`config.mk`:
```
export PLATFORM = sky130hd
export DESIGN_NAME = key_number_entry
export DESIGN_NICKNAME = d
export VERILOG_FILES = /design/src/rtl/entry_pkg.sv /design/src/rtl/key_debounce.sv /design/src/rtl/key_number_entry.sv
export SDC_FILE = /design/constraint.sdc
export NUM_CORES = 1
export LEC_CHECK = 0
export CAP_MARGIN = 10
export CORE_AREA = 5 5 124 91
export CTS_CLUSTER_SIZE = 12
export DETAILED_ROUTE_END_ITERATION = 12
export DIE_AREA = 0 0 129 96
export DONT_BUFFER_PORTS = 1
export PLACE_DENSITY_LB_ADDON = 0.12
export SETUP_SLACK_MARGIN = 0.02
export SLEW_MARGIN = 5
export SYNTH_ARGS = -nofsm -noshare
export SYNTH_HDL_FRONTEND = slang
export SYNTH_SLANG_ARGS = --single-unit
```
`constraint.sdc`:
```
create_clock -name clk -period 6.4 [get_ports clk]
set_input_delay 0.32 -clock clk [delete_from_list [all_inputs] [get_ports clk]]
set_output_delay 0.32 -clock clk [all_outputs]
set_load 0.005 [all_outputs]
```
`src/rtl/entry_pkg.sv`:
```
// Shared types and defaults for the front-panel number entry block.
package entry_pkg;

    // One decimal digit in BCD form.
    typedef logic [3:0] bcd_t;

    // Entry FSM states.
    typedef enum logic [1:0] {
        EDIT    = 2'd0,
        CONVERT = 2'd1,
        DONE    = 2'd2
    } entry_state_t;

    localparam int DIGITS_DEF   = 6;
    localparam int VALUE_W_DEF  = 20;
    localparam int DEBOUNCE_DEF = 4096;

    // Decimal increment of one digit, 9 wraps back to 0.
    function automatic bcd_t bcd_inc(input bcd_t d);
        return (d >= 4'd9) ? 4'd0 : d + 4'd1;
    endfunction

endpackage

```
`src/rtl/key_debounce.sv`:
```
// One push key: 2-flop synchronizer, stability counter, debounced level
// and a one-cycle press pulse on a debounced release->press transition.
module key_debounce
    import entry_pkg::*;
#(
    parameter int DEBOUNCE_CYCLES = DEBOUNCE_DEF
) (
    input  logic clk,
    input  logic rst_n,
    input  logic raw_n,
    output logic press
);

    localparam int CNT_W = (DEBOUNCE_CYCLES > 2) ? $clog2(DEBOUNCE_CYCLES) : 1;
    localparam logic [CNT_W-1:0] CNT_MAX = CNT_W'(DEBOUNCE_CYCLES - 1);

    logic             sync1_q;
    logic             sync2_q;
    logic             level_q;
    logic             level_d;
    logic [CNT_W-1:0] cnt_q;
    logic [CNT_W-1:0] cnt_d;
    logic             press_q;
    logic             press_d;

    // Synchronizer idles at 1 (released) so reset never looks like a press.
    always_ff @(posedge clk or negedge rst_n) begin
        if (!rst_n) begin
            sync1_q <= 1'b1;
            sync2_q <= 1'b1;
        end else begin
            sync1_q <= raw_n;
            sync2_q <= sync1_q;
        end
    end

    // Accept a new level only after it has been stable for the full window.
    always_comb begin
        level_d = level_q;
        cnt_d   = cnt_q;
        if (sync2_q == level_q) begin
            cnt_d = '0;
        end else if (cnt_q == CNT_MAX) begin
            level_d = sync2_q;
            cnt_d   = '0;
        end else begin
            cnt_d = cnt_q + 1'b1;
        end
        press_d = level_q & ~level_d;
    end

    // Debounce state registers.
    always_ff @(posedge clk or negedge rst_n) begin
        if (!rst_n) begin
            level_q <= 1'b1;
            cnt_q   <= '0;
            press_q <= 1'b0;
        end else begin
            level_q <= level_d;
            cnt_q   <= cnt_d;
            press_q <= press_d;
        end
    end

    assign press = press_q;

endmodule

```
`src/rtl/key_number_entry.sv`:
```
// Front-panel decimal entry: two keys edit a BCD number digit by digit,
// a commit converts it to binary sequentially (MSD first, shift-add x10)
// and presents the result with a one-cycle valid strobe.
module key_number_entry
    import entry_pkg::*;
#(
    parameter int DIGITS          = DIGITS_DEF,
    parameter int VALUE_W         = VALUE_W_DEF,
    parameter int DEBOUNCE_CYCLES = DEBOUNCE_DEF
) (
    input  logic                  clk,
    input  logic                  rst_n,
    input  logic [1:0]            key_n,
    input  logic                  mode_sw,
    output logic [DIGITS*4-1:0]   digits,
    output logic [2:0]            cursor,
    output logic [VALUE_W-1:0]    value,
    output logic                  value_valid,
    output logic                  busy
);

    localparam int CUR_W = 3;
    localparam logic [CUR_W-1:0] CUR_MAX = CUR_W'(DIGITS - 1);

    logic [1:0]         press;
    logic               mode_s1_q;
    logic               mode_s2_q;

    entry_state_t       state_q;
    entry_state_t       state_d;
    bcd_t               digits_q [DIGITS];
    bcd_t               digits_d [DIGITS];
    logic [CUR_W-1:0]   cursor_q;
    logic [CUR_W-1:0]   cursor_d;
    logic [CUR_W-1:0]   conv_idx_q;
    logic [CUR_W-1:0]   conv_idx_d;
    logic [VALUE_W-1:0] acc_q;
    logic [VALUE_W-1:0] acc_d;
    logic [VALUE_W-1:0] value_q;
    logic [VALUE_W-1:0] value_d;
    logic               value_valid_q;
    logic               value_valid_d;

    // One debouncer per key.
    generate
        for (genvar gi = 0; gi < 2; gi++) begin : g_key
            key_debounce #(
                .DEBOUNCE_CYCLES(DEBOUNCE_CYCLES)
            ) u_key_debounce (
                .clk   (clk),
                .rst_n (rst_n),
                .raw_n (key_n[gi]),
                .press (press[gi])
            );
        end
    endgenerate

    // mode_sw is a slide switch: synchronized only, no debounce.
    always_ff @(posedge clk or negedge rst_n) begin
        if (!rst_n) begin
            mode_s1_q <= 1'b0;
            mode_s2_q <= 1'b0;
        end else begin
            mode_s1_q <= mode_sw;
            mode_s2_q <= mode_s1_q;
        end
    end

    // Next-state logic: editing, commit/clear, and the shift-add converter.
    always_comb begin
        state_d       = state_q;
        cursor_d      = cursor_q;
        conv_idx_d    = conv_idx_q;
        acc_d         = acc_q;
        value_d       = value_q;
        value_valid_d = 1'b0;
        for (int i = 0; i < DIGITS; i++) begin
            digits_d[i] = digits_q[i];
        end

        case (state_q)
            EDIT: begin
                if (!mode_s2_q) begin
                    // Increment uses the old cursor even if it advances now.
                    if (press[0]) begin
                        digits_d[cursor_q] = bcd_inc(digits_q[cursor_q]);
                    end
                    if (press[1]) begin
                        cursor_d = (cursor_q == CUR_MAX) ? '0 : cursor_q + 1'b1;
                    end
                end else begin
                    // Clear takes priority over commit when both arrive together.
                    if (press[1]) begin
                        for (int i = 0; i < DIGITS; i++) begin
                            digits_d[i] = '0;
                        end
                        cursor_d = '0;
                    end else if (press[0]) begin
                        state_d    = CONVERT;
                        acc_d      = '0;
                        conv_idx_d = CUR_MAX;
                    end
                end
            end

            CONVERT: begin
                // acc*10 as (acc<<3)+(acc<<1); digits are frozen meanwhile.
                acc_d = (acc_q << 3) + (acc_q << 1)
                        + VALUE_W'(digits_q[conv_idx_q]);
                conv_idx_d = conv_idx_q - 1'b1;
                if (conv_idx_q == '0) begin
                    // Result and strobe land together in the DONE cycle.
                    state_d       = DONE;
                    value_d       = acc_d;
                    value_valid_d = 1'b1;
                end
            end

            DONE: begin
                state_d = EDIT;
            end

            default: begin
                state_d = EDIT;
            end
        endcase
    end

    // State, digit file, converter and result registers.
    always_ff @(posedge clk or negedge rst_n) begin
        if (!rst_n) begin
            state_q       <= EDIT;
            cursor_q      <= '0;
            conv_idx_q    <= '0;
            acc_q         <= '0;
            value_q       <= '0;
            value_valid_q <= 1'b0;
            for (int i = 0; i < DIGITS; i++) begin
                digits_q[i] <= '0;
            end
        end else begin
            state_q       <= state_d;
            cursor_q      <= cursor_d;
            conv_idx_q    <= conv_idx_d;
            acc_q         <= acc_d;
            value_q       <= value_d;
            value_valid_q <= value_valid_d;
            for (int i = 0; i < DIGITS; i++) begin
                digits_q[i] <= digits_d[i];
            end
        end
    end

    // Pack the digit file for the display, digit i at [4i+3:4i].
    generate
        for (genvar gi = 0; gi < DIGITS; gi++) begin : g_pack
            assign digits[4*gi +: 4] = digits_q[gi];
        end
    endgenerate

    assign cursor      = cursor_q;
    assign value       = value_q;
    assign value_valid = value_valid_q;
    assign busy        = (state_q == CONVERT);

endmodule

```
-- Word-level counts from Yosys, hierarchy flattened
Index checks and enable logic that the tools add are counted.
W data, S select, Z words.
- multiplexer cells: 40
- add/sub/neg operators: 7
- order comparisons: 4
- equality and inequality tests: 11
- divide/modulo/power cells: 0
- reductions and logical operators: 10
- shift operators: 0
- bitwise operators: 6
- multipliers: 0
- operator list (kind ; number):
    $mux W24 ; 3
    $mux W19 ; 3
    $mux W12 ; 4
    $pmux W19 S2 ; 1
    $add A12 B1 Y12 const B ; 2
    $bmux W4 S3 ; 2
    $bwmux W24 ; 1
    $eq A12 B12 Y1 const B ; 2
    $mux W4 ; 6
    $mux W3 ; 7
    $add A20 B20 Y20 ; 1
    $add A20 B4 Y20 ; 1
    $demux W4 S3 ; 1
    $ge A4 B4 Y1 const B ; 3
    $mux W2 ; 4
    $not A3 Y4 ; 2
    $reduce_and A4 Y1 ; 2
    $mux W1 ; 6
    $ne A2 B1 Y1 const B ; 3
    $pmux W3 S2 ; 1
    $add A4 B1 Y4 const B ; 1
    $lt A4 B1 Y1 const B ; 1
    $ne A2 B2 Y1 const B ; 2
    $pmux W2 S2 ; 1
    13 further kinds ; 18
- output and inout bits: 49
- register bits: 106
- memory bits (writable): 0
- bits in latches: 0
- memories: 0
- input port bits: 5
- word-level logic and storage cells: 102
- ROM bits: 0

-- Logic depth before layout (Yosys ltp)
Gate-level depths: netlist of the first run.
- depth after elaboration: 9
- depth in mapped cells: 13
- depth with buffers taken out: 13

-- Hierarchy
From an unflattened synthesis of the first run, not the netlist that was laid out.
- cells, all modules: 578
- area total of the unflattened synthesis: 6029.5 um2
- modules (own cells, without submodules) (module ; area an instance (um2) ; instances ; seq. area each (um2) ; cells an instance):
    key_number_entry ; 4515.6 ; 1 ; 1851.8 ; 442
    key_debounce ; 757.0 ; 2 ; 404.1 ; 68

-- Worst setup path after synthesis of the first run
Ideal clock, no wire load.
- path kind: register -> register
- from: register conv_idx_q[0]
- to: register value_q[12] (netlist: value[12])
- library setup time: 0.125 ns
- stages on the path, launching flop included: 14
- data required time: 6.275 ns
- slack: 2.776 ns
- period minus slack after synthesis: 3.624 ns
- buffers on the path: 1
- arrival: 3.499 ns
- cells stage by stage: dfrtp_1 -> buf_1 -> mux4_2 -> nand2_1 -> o21ai_0 -> ha_1 -> ha_1 -> fa_1 -> a211oi_1 -> o21a_1 -> nor2_1 -> a211oi_1 -> xnor2_1 -> mux2_2
- longest elaborated chain between the ends: 5
- elaborated cells between the ends (all ways): 7
- those cells by class: 1 x add/sub; 3 x mux; 1 x bitwise; 2 x reduce/logical
- ends and longest elaborated chain (item ; RTL line ; text):
    start, declared ; key_number_entry.sv:35 ; logic [CUR_W-1:0] conv_idx_q;
    start signal, assigned ; key_number_entry.sv:144 ; conv_idx_q <= conv_idx_d;
    $not A3 Y4 (not written as such) ; key_number_entry.sv:109 ; + VALUE_W'(digits_q[conv_idx_q]);
    $bmux W4 S3 ; key_number_entry.sv:109 ;
    $mux W4 (not written as such) (2 in a row) ; key_number_entry.sv:109 ;
    $add A20 B4 Y20 ; key_number_entry.sv:109 ;
    end signal, assigned ; key_number_entry.sv:146 ; value_q <= value_d;
    end, declared ; key_number_entry.sv:39 ; logic [VALUE_W-1:0] value_q;
Parallel ways exist; a longest one is shown, timed or not. The select of a mux whose other input is x is not followed.
A chain may end at the register's enable or synchronous reset.

-- Final worst setup path of the first run
Same ends and word-level chain as after synthesis.

==> results.cfg, run 1 <==
[floorplanning]
die-height_um = 96
design.portCount = 54
placementRows = 31
floorplan.initialDensity_pct = 57.73
die_width_um = 129
die-area_um2 = 12380
core_um2 = 10010

[logic_synthesis]
synth-main-ff-cell = sky130_fd_sc_hd__dfrtp_1
yosys-top-cells-area = sky130_fd_sc_hd__dfrtp_1 43%, sky130_fd_sc_hd__ha_1 8.9%, sky130_fd_sc_hd__a22o_1 5.3%
synth_cell_types = 61
ys_warn_count = 0
synth-async-reset-ratio_pct = 100.0
synth_seq_cells = 106
synthDominantAreaCellType = sky130_fd_sc_hd__dfrtp_1
avgSynthCellArea_um2 = 10.56
postSynthNetCount = 595
syn-instance-count = 547
synth_area_um2 = 5777
synth_top_area_share_pct = 43.32
synth-seq-area-share_pct = 46.05
synth_edf_count = 0

[global_route]
grt_start_max_net_pins = 107
grtUsageTotal_pct = 21.48
globalRouteOverflowTotal = 0
vias_in_the_first_global_route = 4040
antenna_found_initial = 0
global_route_wire_length_before_repair_um = 20800

[cts]
tritoncts = yes
clk_pin_slew_worst_setup_hold_paths_ns = 0.08
post-cts-setup-buffer-count = 0
cts.path.max_buffers = 2
htreeDepth = 3
root_buffer = sky130_fd_sc_hd__clkbuf_16
cts_num_sinks = 106
insertion_delay_ns = 0.35
cts_hold_buffers = 5
cts_inserted_buffers = 9
post_cts_resize_count = 0

[detailed_routing]
routed-wl-met3_um = 1058
topRoutingLayerUsed = met4
routed_via_density = 6.003
drc_errors = 0
first_pass_iters = 4
wl_met2_um = 5321
finalWirelength_um = 12640
detailedRoute.firstIterationViolations = 261
wl_per_cell_um = 18.48
drt-met1-wl_um = 6080
antenna_violating_nets_post_route = 0
routed-via-count = 4106

[power]
worst_ir_drop_on_vdd_mv = 0.1468
power.static_leakage_nw = 2.986
power.density_nw_per_um2 = 204.8
total_power_mw = 1.279

[outcome]
run_status = completed

[critical_path]
timing.critical_path.slowest_stage_cell = sky130_fd_sc_hd__dfrtp_1
criticalPathCategory = reg2reg
worst_setup_path_end_kind = flop
cp_num_cells = 12
worst-endpoint-arrival_ns = 4.03
worstPathCellList = mux4_2, nand2_1, o21ai_0, ha_1, ha_1, fa_1, a211oi_1, o21a_1, nor2_1, a211oi_1, xnor2_1, mux2_2
critical_path.startpoint_type = flop
critical_path.top_delay_family = adder cells
cp_num_buf_inv = 0
timing.critical_path.fanout_max = 11
cp.required_ns = 6.63
critical-path-max-stage-delay_ns = 0.65
worstRegToRegCells = 12

[timing]
grt_setup_unrepaired = false
finalSetupViolCount = 0
period_needed_ns = 3.799
final_max_slew_viol_count = 0
worst_slack_ns = 2.601
fin_worst_skew_ns = 0.009192
timing_worst_slew_pin_value_ns = 0.9061
fin_crit_sh_pct = 59.37
fin_setup_tns_ns = 0
relSlewSlack_pct = 38.74
hold_viol_final = 0
fmax_ghz = 0.2632

[run]
max_cap_viol_count = 0

[final_layout]
multiInputGateArea_um2 = 2950
layout.nets = 595
total_inserted_antenna_cells = 0
layout.cell_area.non_filler_um2 = 6243
layout-area-overhead-vs-synth_pct = 8.079
fill_cells = 827
register_area_um2 = 2660
layout-drive-gt1-share_pct = 9.783

[placement]
post-dp-hpwl_um = 9088
post-place-ws_ns = 2.640
placed_area_um2 = 5866
gp_routability_congestion = 0.9443
port_buffers = 0

[worst_hold_path]
worstHoldPathType = reg2reg
timing.hold.worst_path_depth = 0
-- layer usage --
metal	track usage [%]	vias up
li1	-	1982
met1	31.65	1983
met2	30.56	122
met3	6.767	19
met4	6.031	0
met5	0	-
-- layout by cell type (no fill, tap or decap), types with 3 or more instances in the layout --
| master | Yosys | final |
|---|---|---|
| sky130_fd_sc_hd__nand2b_1 | 4 | 4 |
| sky130_fd_sc_hd__mux2i_1 | 7 | 7 |
| sky130_fd_sc_hd__xnor2_1 | 22 | 22 |
| sky130_fd_sc_hd__o21a_1 | 3 | 3 |
| sky130_fd_sc_hd__mux2_2 | 14 | 14 |
| sky130_fd_sc_hd__dfrtp_1 | 100 | 100 |
| sky130_fd_sc_hd__ha_1 | 41 | 41 |
| sky130_fd_sc_hd__o31ai_1 | 3 | 3 |
| sky130_fd_sc_hd__a22o_1 | 35 | 35 |
| sky130_fd_sc_hd__nand2_1 | 47 | 47 |
| sky130_fd_sc_hd__nor3b_1 | 3 | 3 |
| sky130_fd_sc_hd__a32oi_1 | 4 | 4 |
| sky130_fd_sc_hd__nor3_1 | 10 | 10 |
| sky130_fd_sc_hd__xor2_1 | 14 | 14 |
| sky130_fd_sc_hd__nor2_1 | 52 | 52 |
| sky130_fd_sc_hd__nor2b_1 | 7 | 7 |
| sky130_fd_sc_hd__a221oi_1 | 3 | 3 |
| sky130_fd_sc_hd__o21bai_1 | 6 | 6 |
| sky130_fd_sc_hd__dfstp_2 | 6 | 6 |
| sky130_fd_sc_hd__clkbuf_16 | 0 | 9 |
| sky130_fd_sc_hd__a211oi_1 | 6 | 6 |
| sky130_fd_sc_hd__nand3_1 | 16 | 16 |
| sky130_fd_sc_hd__o21ai_0 | 27 | 27 |
| sky130_fd_sc_hd__a21o_1 | 9 | 9 |
| sky130_fd_sc_hd__inv_1 | 21 | 21 |
| sky130_fd_sc_hd__and3_1 | 11 | 11 |
| sky130_fd_sc_hd__a22oi_1 | 3 | 3 |
| sky130_fd_sc_hd__mux4_2 | 4 | 4 |
| sky130_fd_sc_hd__a21oi_1 | 16 | 16 |
| sky130_fd_sc_hd__dlygate4sd3_1 | 0 | 4 |
-- worst reg2reg max path, cell delays in order, from the launching register on --
cell	delay [ns]
sky130_fd_sc_hd__dfrtp_1	0.65
sky130_fd_sc_hd__mux4_2	0.57
sky130_fd_sc_hd__nand2_1	0.08
sky130_fd_sc_hd__o21ai_0	0.08
sky130_fd_sc_hd__ha_1	0.29
sky130_fd_sc_hd__ha_1	0.23
sky130_fd_sc_hd__fa_1	0.43
sky130_fd_sc_hd__a211oi_1	0.32
sky130_fd_sc_hd__o21a_1	0.23
sky130_fd_sc_hd__nor2_1	0.10
sky130_fd_sc_hd__a211oi_1	0.30
sky130_fd_sc_hd__xnor2_1	0.13
sky130_fd_sc_hd__mux2_2	0.27
-- area by class of cell --
| cell class | instances | share of cell area [%] |
|---|---|---|
| multi-input cells | 402 | 47.25 |
| flip-flops and latches | 106 | 42.61 |
| clock buffers | 10 | 3.828 |
| well taps | 132 | 2.645 |
| inverters | 22 | 1.323 |
| repair buffers | 6 | 1.202 |
| clock inverters | 6 | 1.142 |
-- state kept, by name, indices dropped and copies added (netlist names) --
signal and cells:
digits 24, g_key.u_key_debounce.cnt_q 24, value 20, acc_q 19
conv_idx_q 3, cursor 3, g_key.u_key_debounce.level_q 2, g_key.u_key_debounce.press 2
g_key.u_key_debounce.sync1_q 2, g_key.u_key_debounce.sync2_q 2, state_q 2, mode_s1_q 1
mode_s2_q 1, value_valid 1
-- final timing paths --
kind	endpoint	from	slack [ns]
min	g_key[0].u_key_debounce.sync2_q	g_key[0].u_key_debounce.sync1_q	0.36
max in group asynchronous	g_key[1].u_key_debounce.level_q	rst_n	5.42
min in group asynchronous	value[10]	rst_n	0.57
max reg2reg	value[12]	conv_idx_q[0]	2.60
max	value[12]	conv_idx_q[0]	2.60
min reg2reg	g_key[0].u_key_debounce.sync2_q	g_key[0].u_key_debounce.sync1_q	0.36
-- through the flow --
stage	util [%]	cells	hold slack [ns]
floorplan	-	547	0.02441
CTS	62.39	684	0.3604
detailed placement	58.61	663	0.02792
global placement	58.61	663	0.02747
finish	62.39	684	0.3576
global route	62.39	684	0.3560
-- logic make-up after synthesis --
group,after synthesis,share of synthesized area (%)
mux,25,5.501
simple gates,165,13.56
compound gates,133,16.98
flops,106,46.05
buf+inv,39,2.881
fa+ha+maj,43,9.573
xor+xnor,36,5.458
-- power breakdown --
| group | total, mW | switching (mW) | internal (mW) |
|---|---|---|---|
| clock | 0.574 | 0.255 | 0.318 |
| sequential | 0.680 | 0.00455 | 0.675 |
| combinational | 0.0248 | 0.0175 | 0.00737 |
| total | 1.28 | 0.277 | 1.00 |
-- cells in the mapped netlist, types with 4 or more instances --
| cell type | n |
|---|---|
| sky130_fd_sc_hd__ha_1 | 41 |
| sky130_fd_sc_hd__a32oi_1 | 4 |
| sky130_fd_sc_hd__nor2b_1 | 7 |
| sky130_fd_sc_hd__o21ai_0 | 27 |
| sky130_fd_sc_hd__inv_1 | 21 |
| sky130_fd_sc_hd__mux4_2 | 4 |
| sky130_fd_sc_hd__xnor2_1 | 22 |
| sky130_fd_sc_hd__a22o_1 | 35 |
| sky130_fd_sc_hd__and3_1 | 11 |
| sky130_fd_sc_hd__clkbuf_1 | 11 |
| sky130_fd_sc_hd__a21oi_1 | 16 |
| sky130_fd_sc_hd__dfrtp_1 | 100 |
| sky130_fd_sc_hd__mux2_2 | 14 |
| sky130_fd_sc_hd__dfstp_2 | 6 |
| sky130_fd_sc_hd__nor2_1 | 52 |
| sky130_fd_sc_hd__a211oi_1 | 6 |
| sky130_fd_sc_hd__nand2_1 | 47 |
| sky130_fd_sc_hd__nand2b_1 | 4 |
| sky130_fd_sc_hd__nor3_1 | 10 |
| sky130_fd_sc_hd__mux2i_1 | 7 |
| sky130_fd_sc_hd__o21bai_1 | 6 |
| sky130_fd_sc_hd__a21o_1 | 9 |
| sky130_fd_sc_hd__xor2_1 | 14 |
| sky130_fd_sc_hd__nand3_1 | 16 |
No activity file was read; power rests on OpenSTA's default activity.
==> run 2, diff against run 1 <==
ABC_AREA = 1   (was default)
CORE_AREA = 5 5 126 92   (was 5 5 124 91)
DIE_AREA = 0 0 131 97   (was 0 0 129 96)
clock period = 3.8 ns   (was 6.4 ns; I/O delays follow)
==> run 2 against run 1 <==
Net effect: setup slack lost 2.0 ns; die area grew 2.6%; critical path depth grew 4; non-clock buffer count is the same; critical endpoint is now acc_q[16].
==> results.cfg, run 2 <==
[global_route]
grt_start_max_net_pins = 107
grtUsageTotal_pct = 23.18
gr_util_met2_pct = 31.86
grt_most_used_layer = met1
global_route_wire_length_before_repair_um = 23610
met1_usage_pct = 36.10
globalRouteOverflowTotal = 0
vias_in_the_first_global_route = 4662
antenna_found_initial = 0
use_met3_pct = 5.837

[cts]
htreeDepth = 3
tritoncts = yes
root_buffer = sky130_fd_sc_hd__clkbuf_16
clk_pin_slew_worst_setup_hold_paths_ns = 0.07
cts_num_sinks = 106
post-cts-setup-buffer-count = 0
insertion_delay_ns = 0.35
cts_inserted_buffers = 9
cts.path.max_buffers = 2

[final_layout]
layout-area-overhead-vs-synth_pct = 7.978
layout.nets = 793
mostFrequentLayoutCells = 202 x sky130_fd_sc_hd__nand2_1, 100 x sky130_fd_sc_hd__dfrtp_1, 78 x sky130_fd_sc_hd__inv_1, 62 x sky130_fd_sc_hd__nor2_1, 48 x sky130_fd_sc_hd__nand3_1
total_inserted_antenna_cells = 0
layout-drive-gt1-share_pct = 7.467
final_common_cell = sky130_fd_sc_hd__nand2_1

[timing]
finalSetupViolCount = 0
period_needed_ns = 3.243
hold_viol_final = 0
fin_setup_tns_ns = 0
relSlewSlack_pct = 51.55
fmax_ghz = 0.3083
grt_setup_unrepaired = false
timing_worst_slew_pin_value_ns = 0.7267
final_max_slew_viol_count = 0
fin_worst_skew_ns = 0.01180
fin_crit_sh_pct = 85.36

[placement]
post-dp-hpwl_um = 10410
gp_routability_congestion = 0.9250
port_buffers = 0

[floorplanning]
core_um2 = 10160
floorplan.initialDensity_pct = 59.42
design.portCount = 54
die_width_um = 131
placementRows = 31
die-area_um2 = 12710
die-height_um = 97

[critical_path]
timing.critical_path.slowest_stage_cell = sky130_fd_sc_hd__dfrtp_1
worst-endpoint-arrival_ns = 3.49
cp_common_cell = sky130_fd_sc_hd__nand2_1
timing.critical_path.fanout_max = 15
criticalPathCategory = reg2reg
cp.required_ns = 4.05
worstPathCellList = inv_1, a21oi_1, o21ai_0, a21oi_1, a31oi_1, fa_1, inv_1, fa_1, nand3_1, nand2_1, nand2_1, nand3_1, nand2_1, nand3b_1, nand3_1, nand2_1
critical-path-max-stage-delay_ns = 0.54
worst_setup_path_end_kind = flop
critical_path.startpoint_type = flop

[logic_synthesis]
yosys-top-cells-area = sky130_fd_sc_hd__dfrtp_1 41%, sky130_fd_sc_hd__nand2_1 13%, sky130_fd_sc_hd__ha_1 8.5%
ys_warn_count = 0
synth_most_common_cell = sky130_fd_sc_hd__nand2_1
synth-seq-area-share_pct = 44.05
synth-async-reset-ratio_pct = 100.0
synth_area_um2 = 6038
synthDominantAreaCellType = sky130_fd_sc_hd__dfrtp_1
avgSynthCellArea_um2 = 8.160
synth_seq_cells = 106
postSynthNetCount = 788
synth_top_area_share_pct = 41.44
synth_cell_types = 46
synth_edf_count = 0
synth_top_cells_by_count = 202 x sky130_fd_sc_hd__nand2_1, 100 x sky130_fd_sc_hd__dfrtp_1, 78 x sky130_fd_sc_hd__inv_1, 62 x sky130_fd_sc_hd__nor2_1, 48 x sky130_fd_sc_hd__nand3_1
syn-instance-count = 740
synth-main-ff-cell = sky130_fd_sc_hd__dfrtp_1

[detailed_routing]
first_pass_iters = 5
routed_via_density = 5.583
antenna_violating_nets_post_route = 0
detailedRoute.firstIterationViolations = 545
drc_errors = 0
finalWirelength_um = 14330
wl_per_cell_um = 16.25
routed-via-count = 4924

[worst_hold_path]
worstHoldPathType = reg2reg

[power]
power.static_leakage_nw = 3.339
worst_ir_drop_on_vdd_mv = 0.2284
total_power_mw = 2.171
power.density_nw_per_um2 = 333.0

[run]
max_cap_viol_count = 0

[outcome]
run_status = completed
[run 2: cells by family (layout without fill, tap and decap cells)]
kind of cell / count (synthesis) / after routing / synth area share, %
multiplexers: 2 / 2 / 0.3730
XOR/XNOR: 20 / 20 / 2.901
AND/OR/NAND/NOR: 355 / 355 / 25.96
adder cells (fa/ha/maj): 43 / 43 / 9.159
AO/OA/AOI/OAI: 118 / 118 / 11.17
flip-flops: 106 / 106 / 44.05
buffers and inverters: 96 / 106 / 6.382
[run 2: what timing repair did]
item / 4_1_cts / 5_1_grt
hold buffers: 5 / 0
hold endpoints to repair: 109 / 0
gates resized for setup: 0 / 0
setup endpoints to repair: 0 / 0
[run 2: layout make-up]
class / instances / area, um^2
inverters: 84 / 315.3
clock buffers: 10 / 239.0
repair buffers: 6 / 75.07
flip-flops and latches: 106 / 2660
multi-input cells: 538 / 2993
well taps: 132 / 165.2
clock inverters: 6 / 72.57
fillers: 866 / 3642
[run 2: metal layers]
layer	routed length [um]	vias to the layer above
met2	5955	177
li1	-	2435
met1	7159	2296
met4	167	0
met5	0	-
met3	1048	16
[run 2: stage by stage]
| step | instance area (um^2) | hold slack [ns] | worst slack (ns) | instances | util, % |
|---|---|---|---|---|---|
| floorplan | 6038 | -0.1056 | 0.9714 | 740 | - |
| global placement | 6141 | -0.1026 | 0.7427 | 861 | 60.43 |
| detailed placement | 6141 | -0.1034 | 0.6269 | 861 | 60.43 |
| CTS | 6520 | 0.3579 | 0.6061 | 882 | 64.16 |
| global route | 6520 | 0.3666 | 0.1847 | 882 | 64.16 |
| finish | 6520 | 0.3567 | 0.5565 | 882 | 64.16 |
[run 2: critical path, delay by kind of cell (launching register included)]
kind,cells,cell delay (ns)
adders and majority gates,2,0.96
buffers and inverters,2,0.35
AOI/OAI and AO/OA,4,0.49
DFF,1,0.54
and+or+nand+nor,8,0.82
[run 2: worst paths after layout]
| path | startpoint | endpoint | slack (ns) | cells after the start |
|---|---|---|---|---|
| min in group asynchronous | rst_n | g_key[1].u_key_debounce.cnt_q[11] | 0.41 | 2 |
| hold reg to reg | g_key[1].u_key_debounce.sync1_q | g_key[1].u_key_debounce.sync2_q | 0.36 | 0 |
| hold / removal | g_key[1].u_key_debounce.sync1_q | g_key[1].u_key_debounce.sync2_q | 0.36 | 0 |
| max in group asynchronous | rst_n | digits[4] | 2.94 | 2 |
| setup reg to reg | conv_idx_q[0] | acc_q[16] | 0.56 | 16 |
| setup / recovery | conv_idx_q[0] | acc_q[16] | 0.56 | 16 |
[run 2: power by group]
group	internal (mW)	switching (mW)	total, mW
logic	0.0126	0.0378	0.0505
registers	1.14	0.00556	1.14
clock network	0.538	0.440	0.978
total	1.69	0.484	2.17
==> run 3, diff against run 2 <==
ABC_AREA = default   (was 1)
CORE_AREA = 5 5 124 91   (was 5 5 126 92)
DIE_AREA = 0 0 129 96   (was 0 0 131 97)
TNS_END_PERCENT = 1   (was default)
==> run 3 against run 2 <==
Net effect: largest cell class unchanged; utilization decreased by 1.7 points; non-clock buffer count increased by 3; setup slack got worse by 0.22 ns; largest power group unchanged; global-route usage decreased by 1.9 points; fmax decreased by 6.2%; register-to-register slack got worse by 0.22 ns; die area decreased by 2.5%; clock power decreased by 6.9%.
==> results.cfg, run 3 (synthesized netlist as in run 1, its figures left out) <==
[global_route]
grt_start_max_net_pins = 107
vias_in_the_first_global_route = 4040
globalRouteOverflowTotal = 0
antenna_found_initial = 0
grtUsageTotal_pct = 21.32
global_route_wire_length_before_repair_um = 20780

[worst_hold_path]
worstHoldPathType = reg2reg

[final_layout]
mostFrequentLayoutCells = 100 x sky130_fd_sc_hd__dfrtp_1, 52 x sky130_fd_sc_hd__nor2_1, 47 x sky130_fd_sc_hd__nand2_1, 41 x sky130_fd_sc_hd__ha_1, 35 x sky130_fd_sc_hd__a22o_1
layout.cell_area.non_filler_um2 = 6251
layout-area-overhead-vs-synth_pct = 8.209
total_inserted_antenna_cells = 0
multiInputGateArea_um2 = 2955
layout.nets = 598
fill_cells = 835
final_common_cell = sky130_fd_sc_hd__dfrtp_1
final-instance-count-excl-fill = 687
register_area_um2 = 2660
layout-drive-gt1-share_pct = 9.910

[critical_path]
timing.critical_path.slowest_stage_cell = sky130_fd_sc_hd__mux4_2
critical-path-max-stage-delay_ns = 0.54
worstPathCellList = mux4_2, nand2_1, o21ai_0, ha_1, ha_1, fa_1, a211oi_1, o21a_1, nor2_1, a221oi_1, xor2_1, o21ai_0
critical_path.top_delay_family = compound AO/OA/AOI/OAI gates
worst_setup_path_end_kind = flop
criticalPathCategory = reg2reg
cp.required_ns = 3.99
timing.critical_path.fanout_max = 3
worst-endpoint-arrival_ns = 3.65
cp_num_buf_inv = 0
critical_path.startpoint_type = flop

[timing]
grt_setup_unrepaired = false
final_max_slew_viol_count = 0
relSlewSlack_pct = 33.72
worst_hold_slack_ns = 0.3559
fin_crit_sh_pct = 91.02
period_needed_ns = 3.459
finalSetupViolCount = 0
fin_worst_skew_ns = 0.008698
hold_viol_final = 0
timing_worst_slew_pin_value_ns = 0.9804
fin_setup_tns_ns = 0
worst_slack_ns = 0.3413
fmax_ghz = 0.2891

[detailed_routing]
routed-via-count = 4184
antenna_violating_nets_post_route = 0
drc_errors = 0
routed_via_density = 6.090
first_pass_iters = 5
detailedRoute.firstIterationViolations = 362
finalWirelength_um = 12690
wl_per_cell_um = 18.47

[floorplanning]
core_um2 = 10010
die_width_um = 129
floorplan.initialDensity_pct = 57.73
die-height_um = 96
die-area_um2 = 12380
design.portCount = 54
placementRows = 31

[run]
max_cap_viol_count = 0

[placement]
placed_area_um2 = 5888
port_buffers = 0
post-place-ws_ns = 0.3281
post-place-cells = 666
gp_routability_congestion = 0.8836
post-dp-hpwl_um = 9210

[cts]
htreeDepth = 3
cts_inserted_buffers = 9
insertion_delay_ns = 0.34
tritoncts = yes
clk_pin_slew_worst_setup_hold_paths_ns = 0.07
cts_num_sinks = 106
cts.path.max_buffers = 2
root_buffer = sky130_fd_sc_hd__clkbuf_16

[power]
power.density_nw_per_um2 = 335.8
worst_ir_drop_on_vdd_mv = 0.2523
power.static_leakage_nw = 2.984

[outcome]
run_status = completed
## run 3: cell count changes in the layout (fill, tap and decap cells not counted), moves of 9 or more
| cell | previous run | this run |
|---|---|---|
| sky130_fd_sc_hd__mux2_2 | 2 | 14 |
| sky130_fd_sc_hd__a21oi_1 | 34 | 16 |
| sky130_fd_sc_hd__a21o_1 | 0 | 9 |
| sky130_fd_sc_hd__nor2_1 | 62 | 52 |
| sky130_fd_sc_hd__and3_1 | 2 | 11 |
| sky130_fd_sc_hd__nand2_1 | 202 | 47 |
| sky130_fd_sc_hd__o21ai_0 | 39 | 27 |
| sky130_fd_sc_hd__o21ai_1 | 17 | 1 |
| sky130_fd_sc_hd__xnor2_1 | 10 | 22 |
| sky130_fd_sc_hd__inv_1 | 78 | 21 |
| sky130_fd_sc_hd__a22o_1 | 1 | 35 |
| sky130_fd_sc_hd__nand3_1 | 48 | 16 |
## run 3: layer usage
metal / up-vias / track usage [%] / part of all wire [%]
li1: 1968 / - / -
met1: 2066 / 32.57 / 48
met2: 140 / 30.34 / 42
met3: 10 / 6.212 / 8.7
met4: 0 / 3.846 / 0.72
met5: - / 0 / 0
## run 3: through the flow
| step | total power [mW] | utilization (%) |
|---|---|---|
| after floorplan | 1.179 | - |
| final | 2.099 | 62.47 |
| after detailed placement | 1.183 | 58.84 |
| after global placement | 1.181 | 58.84 |
| after global routing | 2.178 | 62.47 |
| after CTS | 2.129 | 62.42 |
## run 3: cell type report
cell class              instances  share of cell area, %
inverters                      22                  1.321
clock buffers                  12                  3.783
clock inverters                 4                 0.8607
repair buffers                  9                  1.561
flip-flops and latches        106                  42.55
multi-input cells             402                  47.28
well taps                     132                  2.642
## run 3: what timing repair did
action	CTS	global route
setup buffers	0	0
hold endpoints to repair	109	0
setup endpoints to repair	0	3
hold buffers	5	0
gates resized for setup	0	1
## run 3: power by group
group          internal (mW)  switching, mW
clock network          0.513          0.398
logic                 0.0125         0.0299
registers               1.14        0.00795
total                   1.66          0.436
## run 3: worst paths after layout
path | from | to | slack (ns) | cells after the start
max | conv_idx_q[0] | acc_q[18] | 0.34 | 12
min | g_key[0].u_key_debounce.sync1_q | g_key[0].u_key_debounce.sync2_q | 0.36 | 0
max reg2reg | conv_idx_q[0] | acc_q[18] | 0.34 | 12
min reg2reg | g_key[0].u_key_debounce.sync1_q | g_key[0].u_key_debounce.sync2_q | 0.36 | 0
max in group asynchronous | rst_n | g_key[1].u_key_debounce.level_q | 2.94 | 2
min in group asynchronous | rst_n | value[17] | 0.45 | 2
